$ cat src/rtl/mem_rr_arbiter.sv
// Two-requester round-robin front end for a single-port DEPTH x DATA_W memory.
// Every reset runs a clear pass that zeroes all words before any request is served.

module mem_rr_arbiter_rsp #(
   parameter int DATA_W = 8
) (
   input  logic              clk,
   input  logic              rst_n,
   input  logic              rd_fire,
   input  logic [DATA_W-1:0] mem_rdata,
   output logic              rvalid,
   output logic [DATA_W-1:0] rdata
);

   logic              rvalid_q, rvalid_d;
   logic [DATA_W-1:0] rdata_q, rdata_d;

   always_comb begin
      rvalid_d = rd_fire;
      rdata_d  = rd_fire ? mem_rdata : rdata_q;
   end

   always_ff @(posedge clk) begin
      if (!rst_n) begin
         rvalid_q <= 1'b0;
         rdata_q  <= '0;
      end else begin
         rvalid_q <= rvalid_d;
         rdata_q  <= rdata_d;
      end
   end

   // A reset arriving while a response is on the wire cancels it outright.
   assign rvalid = rvalid_q & rst_n;
   assign rdata  = rdata_q;

endmodule

module mem_rr_arbiter #(
   parameter int DATA_W = 8,
   parameter int ADDR_W = 8,
   parameter int DEPTH  = 256
) (
   input  logic              clk,
   input  logic              rst_n,
   input  logic              a_valid,
   input  logic              a_we,
   input  logic [ADDR_W-1:0] a_addr,
   input  logic [DATA_W-1:0] a_wdata,
   output logic              a_ready,
   output logic              a_rvalid,
   output logic [DATA_W-1:0] a_rdata,
   input  logic              b_valid,
   input  logic              b_we,
   input  logic [ADDR_W-1:0] b_addr,
   input  logic [DATA_W-1:0] b_wdata,
   output logic              b_ready,
   output logic              b_rvalid,
   output logic [DATA_W-1:0] b_rdata,
   output logic              init_done
);

   localparam int NUM_REQ = 2;

   localparam logic [0:0] ST_CLEAR = 1'b0;
   localparam logic [0:0] ST_SERVE = 1'b1;
   localparam logic [0:0] PTR_A    = 1'b0;
   localparam logic [0:0] PTR_B    = 1'b1;

   typedef struct packed {
      logic              valid;
      logic              we;
      logic [ADDR_W-1:0] addr;
      logic [DATA_W-1:0] wdata;
   } req_t;

   req_t [NUM_REQ-1:0]              req;
   logic [NUM_REQ-1:0]              grant;
   logic [NUM_REQ-1:0]              rd_fire;
   logic [NUM_REQ-1:0]              rvalid;
   logic [NUM_REQ-1:0][DATA_W-1:0]  rdata;

   logic [0:0]        state_q, state_d;
   logic [0:0]        ptr_q, ptr_d;
   logic [ADDR_W-1:0] clr_cnt_q, clr_cnt_d;
   logic              init_done_q, init_done_d;

   logic [DATA_W-1:0] mem_q [DEPTH];
   logic              mem_we;
   logic [ADDR_W-1:0] mem_addr;
   logic [DATA_W-1:0] mem_wdata;
   logic [DATA_W-1:0] mem_rdata;

   logic              sel_we;
   logic [ADDR_W-1:0] sel_addr;
   logic [DATA_W-1:0] sel_wdata;

   always_comb begin
      req[0].valid = a_valid;
      req[0].we    = a_we;
      req[0].addr  = a_addr;
      req[0].wdata = a_wdata;
      req[1].valid = b_valid;
      req[1].we    = b_we;
      req[1].addr  = b_addr;
      req[1].wdata = b_wdata;
   end

   // Pointer only breaks ties; a lone requester is always granted.
   always_comb begin
      grant = '0;
      if (state_q == ST_SERVE) begin
         if (req[0].valid && (!req[1].valid || ptr_q == PTR_A)) grant[0] = 1'b1;
         else if (req[1].valid)                                 grant[1] = 1'b1;
      end
   end

   always_comb begin
      sel_we    = grant[1] ? req[1].we    : req[0].we;
      sel_addr  = grant[1] ? req[1].addr  : req[0].addr;
      sel_wdata = grant[1] ? req[1].wdata : req[0].wdata;
      rd_fire   = grant & {NUM_REQ{~sel_we}};
   end

   always_comb begin
      mem_we    = 1'b0;
      mem_addr  = sel_addr;
      mem_wdata = sel_wdata;
      if (state_q == ST_CLEAR) begin
         mem_we    = 1'b1;
         mem_addr  = clr_cnt_q;
         mem_wdata = '0;
      end else if (|grant && sel_we) begin
         mem_we = 1'b1;
      end
   end

   assign mem_rdata = mem_q[mem_addr];

   always_ff @(posedge clk) begin
      if (mem_we) mem_q[mem_addr] <= mem_wdata;
   end

   always_comb begin
      state_d     = state_q;
      ptr_d       = ptr_q;
      clr_cnt_d   = clr_cnt_q;
      init_done_d = init_done_q;
      case (state_q)
         ST_CLEAR: begin
            clr_cnt_d = clr_cnt_q + ADDR_W'(1);
            if (clr_cnt_q == ADDR_W'(DEPTH - 1)) begin
               state_d     = ST_SERVE;
               init_done_d = 1'b1;
            end
         end
         default: begin
            if (grant[0])      ptr_d = PTR_B;
            else if (grant[1]) ptr_d = PTR_A;
         end
      endcase
   end

   always_ff @(posedge clk) begin
      if (!rst_n) begin
         state_q     <= ST_CLEAR;
         ptr_q       <= PTR_A;
         clr_cnt_q   <= '0;
         init_done_q <= 1'b0;
      end else begin
         state_q     <= state_d;
         ptr_q       <= ptr_d;
         clr_cnt_q   <= clr_cnt_d;
         init_done_q <= init_done_d;
      end
   end

   for (genvar g = 0; g < NUM_REQ; g++) begin : g_rsp
      mem_rr_arbiter_rsp #(.DATA_W(DATA_W)) u_rsp (
         .clk       (clk),
         .rst_n     (rst_n),
         .rd_fire   (rd_fire[g]),
         .mem_rdata (mem_rdata),
         .rvalid    (rvalid[g]),
         .rdata     (rdata[g])
      );
   end

   assign a_ready   = grant[0];
   assign b_ready   = grant[1];
   assign a_rvalid  = rvalid[0];
   assign b_rvalid  = rvalid[1];
   assign a_rdata   = rdata[0];
   assign b_rdata   = rdata[1];
   assign init_done = init_done_q;

endmodule

$ cat config.mk
export PLATFORM = sky130hd
export DESIGN_NAME = mem_rr_arbiter
export DESIGN_NICKNAME = d
export VERILOG_FILES = /design/src/rtl/mem_rr_arbiter.sv
export SDC_FILE = /design/constraint.sdc
export NUM_CORES = 2
export LEC_CHECK = 0
export BUFFER_PORTS_ARGS = -buffer_cell sky130_fd_sc_hd__buf_2
export CORE_UTILIZATION = 45
export CTS_CLUSTER_SIZE = 10
export DETAILED_ROUTE_END_ITERATION = 7
export PLACE_DENSITY = 0.68
export SYNTH_ARGS = -nofsm -noshare
export SYNTH_HDL_FRONTEND = slang
export SYNTH_HIERARCHICAL = 1
export SYNTH_SLANG_ARGS = --single-unit
$ cat constraint.sdc
create_clock -name clk -period 12.21 [get_ports clk]
set_clock_uncertainty 0.2 [all_clocks]
set_input_delay 0 -clock clk [delete_from_list [all_inputs] [get_ports clk]]
set_output_delay 0 -clock clk [all_outputs]
set_load 0.02 [all_outputs]
-- Word-level counts from Yosys, hierarchy flattened
Memories as Yosys holds them, arrays and structs flattened.
Index checks and enable logic that the tools add are counted.
- bits in registers: 29
- bits in writable memories: 2048
- bits of input ports: 38
- output and inout bits: 21
- word-level logic and storage cells: 42
- memories kept: 1
- memories (memory ; depth ; bits a word ; rd ports ; clocked after Yosys merged registers in ; wr ports ; line ; source):
    mem_q ; 256 ; 8 ; 1 ; 0 ; 1 ; 88 ; logic [DATA_W-1:0] mem_q [DEPTH];
- add/sub/neg operators: 1
- equal/unequal tests: 1
- mux-type cells: 17
- bitwise logic cells: 6
- reduce and logical (&&, ||, !) cells: 8
- operator list (operator ; count):
    $mux W8 ; 4
    $mux W1 ; 12
    $add A8 B1 Y8 const B ; 1
    $eq A8 B8 Y1 const B ; 1
    $reduce_and A2 Y1 ; 2
    $not A1 Y1 ; 3
    $and A1 B1 Y1 ; 2
    $and A2 B2 Y2 ; 1
    $logic_and A1 B1 Y1 ; 2
    $mux W2 ; 1
    $reduce_bool A2 Y1 ; 1
    $reduce_or A2 Y1 ; 1
    $logic_not A1 Y1 ; 1
    $logic_or A1 B1 Y1 ; 1

-- Depth between registers and ports, before layout
- depth in word-level cells: 11
- mapped depth: 18
- depth with buffers taken out: 12

-- Modules after synthesis
The synthesis kept the hierarchy.
- by module, submodules not included (module ; instances ; cells each ; area an instance (um^2)):
    mem_rr_arbiter ; 1 ; 4368 ; 80020.5
    mem_rr_arbiter_rsp ; 2 ; 28 ; 335.3

-- Worst setup path before layout
OpenSTA, ideal clock, no wires.
- path type: register to register
- start: register ptr_q
- end: memory mem_q[0][0], data pin
- library setup time: 1.573 ns
- arrival time: 7.903 ns
- required time: 10.437 ns
- slack: 2.534 ns
- stages on the path, launching flop included: 7
- buffers on the path: 2
- path through: dfxtp_1 -> nor2b_1 -> buf_6 -> nor2_1 -> clkbuf_1 -> nand2_1 -> a21oi_1
- cells in the longest elaborated chain, start to end: 7
- ends and longest elaborated chain (element ; line ; source):
    start, declared ; 84 ; logic [0:0] ptr_q, ptr_d;
    start signal, assigned ; 172 ; ptr_q <= ptr_d;
    $not A1 Y1 ; 113 ; if (req[0].valid && (!req[1].valid || ptr_q == PTR_A)) grant[0] = 1'b1;
    $logic_or A1 B1 Y1 ; 113 ;
    $logic_and A1 B1 Y1 ; 113 ;
    $mux W1 ; 113 ;
    $mux W2 ; 112 ; if (state_q == ST_SERVE) begin
    $mux W8 ; 121 ; sel_wdata = grant[1] ? req[1].wdata : req[0].wdata;
    $mux W8 ; 129 ; if (state_q == ST_CLEAR) begin
    net mem_wdata[0] ; 91 ; logic [DATA_W-1:0] mem_wdata;
    end, declared ; 88 ;
The timed path passes the listed nets, and every way through them passes these cells.

-- Worst setup path in the final report
- start: register state_q
- end: register g_rsp[1].u_rsp.rdata_q[6]
- cells in the longest elaborated chain, start to end: 4
- elaborated cells between the ends (all ways): 7
- classes of those cells: mux (4); bitwise (2); memory (1)
- ends and longest elaborated chain (element ; line ; source):
    start, declared ; 83 ; logic [0:0] state_q, state_d;
    start signal, assigned ; 171 ; state_q <= state_d;
    $mux W2 ; 112 ;
    $mux W8 ; 120 ; sel_addr = grant[1] ? req[1].addr : req[0].addr;
    $mux W8 * ; 129 ;
    $mem_v2 Z256 W8 * ; -- ;
    net mem_rdata[6] ; 92 ; logic [DATA_W-1:0] mem_rdata;
    end signal, assigned ; 29 ; rdata_q <= rdata_d;
    end, declared ; 16 ; logic [DATA_W-1:0] rdata_q, rdata_d;
The timed path passes the listed nets; every way through them passes the cells marked *.
A chain may end at the register's enable or synchronous reset.

==> flow_summary.yaml <==
sta:
  layout_setup_ws_ns: 4.789
  final_max_slew_viol_count: 8
  rsz0062_at_grt: "no"
  finalCritPeriodShare_pct: 60.78
  worst_slew_pin_slew_ns: 1.523
  setup_tns_ns: 0
  fmax_mhz: 134.7
  relSlewSlack_pct: -1.920
  setup_viol: 0
  hold_viol_final: 0
  post-route-min-period_ns: 7.421
worst_setup_path:
  path_class: "flop to flop"
  slowest_stage: "nor4_1"
  cp_max_fo: 87
  worstPathArrival_ns: 7.98
  cp-end-kind: "flop"
  crit_chain: "buf_4, inv_1, a31oi_4, o2bb2ai_4, buf_12, buf_4, buf_4, mux4_2, a22oi_1, a21oi_1, nor4_1, o2111ai_1, or4_1, mux2i_1, nor2b_1"
  cp_slowest_stage_delay_ns: 1.19
  cp_common_cell: "buf_4"
  rrSetupSlack_ns: 4.79
  worst_setup_path_start_kind: "flop"
  cp.required_ns: 12.77
drt:
  drt_iter0_markers: 6907
  viasPerCell: 6.389
  num_vias: 44896
  wl_per_cell_um: 32.12
  postRouteAntennaNets: 0
  drc: 0
  totalWireLength_um: 225700
  drtPass1Iterations: 6
floorplan:
  ios: 59
  start_util_pct: 45.27
  die_w_um: 425.5
  die_area_sq_mm: 0.1810
  die_y_um: 425.5
  num_rows: 155
  core_area_sq_mm: 0.1782
global_routing:
  grt_start_max_net_pins: 217
  grt_pass1_vias: 43367
  grt-ovfl-total: 0
  grt_pass1_wl_um: 319800
  grt_usage_pct: 24.77
  antenna_found_initial: 11
logic_synthesis:
  ys_warn_count: 6
  avgSynthCellArea_sq_um: 18.24
  synthTopCellsByCount: "edfxtp_1, nand2_1, mux4_2"
  synth_compound_area_share_pct: 6.280
  yosys-top-cells-area: "edfxtp_1, mux4_2, nand2_1"
  synth_largest_area_cell: "edfxtp_1"
  ys_ff_latch: 2077
  synth_cell_types: 79
  synth_fa_ha_area_share_pct: 0.01551
  yosysSeqAreaShare_pct: 76.93
  synth_nets: 4463
  synth.top_cell.area_share_pct: 76.22
  synthArstFlopShare_pct: 0
  synth_enable_flop_cells: 2048
  syn-instance-count: 4424
  synth_top_family_by_area: "multiplexers"
  synthMuxAreaShare_pct: 10.32
  yosys.area_share.simple_pct: 4.534
  synth-xor-area-share_pct: 0.04342
  yosysMostFrequentCell: "edfxtp_1"
  synth_ff_type: "edfxtp_1"
  netlist_area_sq_mm: 0.08069
min_path:
  min_path_type: "input port to flop"
power:
  power_leakage_nw: 28.52
  p_sw_share_pct: 21.57
  p_clk_share_pct: 41.6
  sequentialPowerShare_pct: 53.3
  p_sw_mw: 3.130
  ir_drop_v: 0.0001586
  p_int_mw: 11.38
  power.density_mw_per_mm2: 160.8
  pwr-share-comb_pct: 5.2
  p_total_mw: 14.51
finish:
  nFillCells: 14000
  postLayoutCoreUtil_pct: 50.64
  layout-drive-gt1-share_pct: 17.17
  area_growth_pct: 11.86
  nets: 4617
outcome:
  status: "finished, violations left"
  violations: "max-capacitance violations, max-slew violations"
clock_tree:
  cts_tree: "done"
  post-cts-setup-buffers: 0
  cts_buffers: 228
  cts_sinks: 2077
  clk_pin_slew_worst_paths_ns: 0.06
  cts_max_level: 4
  clk_latency_ns: 0.86
  cts_hold_buf: 28
  clockBufferDepth: 3
  root_buffer: "clkbuf_16"
  ctsResizeCount: 0
place:
  place.gp.congestion: 0.9236
  io_buffers: 58
  dp_hpwl_um: 132200
  dp_slack_ns: 4.919
run:
  maxCapViolations: 3
metrics by stage:
step | hold slack [ns] | area [sq um] | std cells
floorplan | -0.07183 | 80690 | 4424
global placement | 0.2502 | 83640 | 6675
detailed placement | 0.2486 | 83640 | 6675
CTS | 0.004348 | 90260 | 7025
global route | 0.08352 | 90260 | 7025
finish | 0.1003 | 90260 | 7027
logic make-up (layout without fill, tap and decap cells):
kind of cell             Yosys count  in the layout
AO/OA/AOI/OAI                    739            739
XOR/XNOR                           4              4
adder cells (fa/ha/maj)            1              1
buffers and inverters            281            527
flip-flops                      2077           2077
multiplexers                     441            441
other                              0              2
AND/OR/NAND/NOR                  881            881
placed cells by master (no fill, tap or decap), drive strengths merged, types with 9 or more instances in the layout:
cell,count
nand3,45
clkbuf,301
o22ai,33
nor4,14
dfxtp,29
nand2,429
a21boi,9
clkinv,11
a222oi,9
nor2b,24
and3,9
edfxtp,2048
nor3,22
a22o,17
a221o,13
mux2,22
o211ai,12
a211oi,24
o21ai,64
mux2i,109
a221oi,53
mux4,310
and2,15
a2111oi,13
a22oi,154
buf,175
o2bb2ai,19
a31oi,69
nor2,297
inv,12
a21oi,210
dlygate4sd3,27
final cells by class:
class	count	area (sq um)	share of cell area, %
Antenna cell	2	5.005	0.005545
Clock buffer	301	5989	6.636
Clock inverter	21	334.1	0.3701
Inverter	3	11.26	0.01248
Multi-Input combinational cell	2066	17320	19.19
Sequential cell	2077	62080	68.78
Tap cell	2355	2947	3.264
Timing Repair Buffer	202	1577	1.747
path summary, 6_finish.rpt:
kind / end / depth (start not counted) / from
worst max-delay path: g_rsp[1].u_rsp/rdata[6] / 15 / state_q
worst min-delay path: clr_cnt_q[0] / 3 / rst_n
worst max register to register: g_rsp[1].u_rsp/rdata[6] / 15 / state_q
worst min register to register: init_done / 1 / init_done
routing by layer:
metal	global-route usage [%]	part of all wire [%]
met5	0	0.022
met4	11.64	5.1
met3	7.381	13
met2	35.92	44
met1	34.36	37
critical path, delay by kind of cell (launching register included):
kind | cells | cell delay (ns)
AND/OR/NAND/NOR | 3 | 1.76
AO/OA/AOI/OAI | 5 | 1.54
flip-flops | 1 | 0.30
multiplexers | 2 | 0.77
buffers and inverters | 5 | 2.64
sequential cells by signal (all words and copies together), names as in the netlist:
register / count
mem_q: 2048
g_rsp.u_rsp/rdata: 16
clr_cnt_q: 8
g_rsp.u_rsp/rvalid_q: 2
init_done: 1
ptr_q: 1
state_q: 1
power groups by stage:
stage	sequential [mW]	combinational [mW]	clock (mW)
5_1_grt	7.73	0.774	6.33
3_3_place_gp	7.87	0.725	0
6_report	7.73	0.752	6.03
3_5_place_dp	7.87	0.730	0
4_1_cts	7.73	0.738	6.07
2_1_floorplan	7.87	0.484	0
No activity file was read; power rests on OpenSTA's default activity.
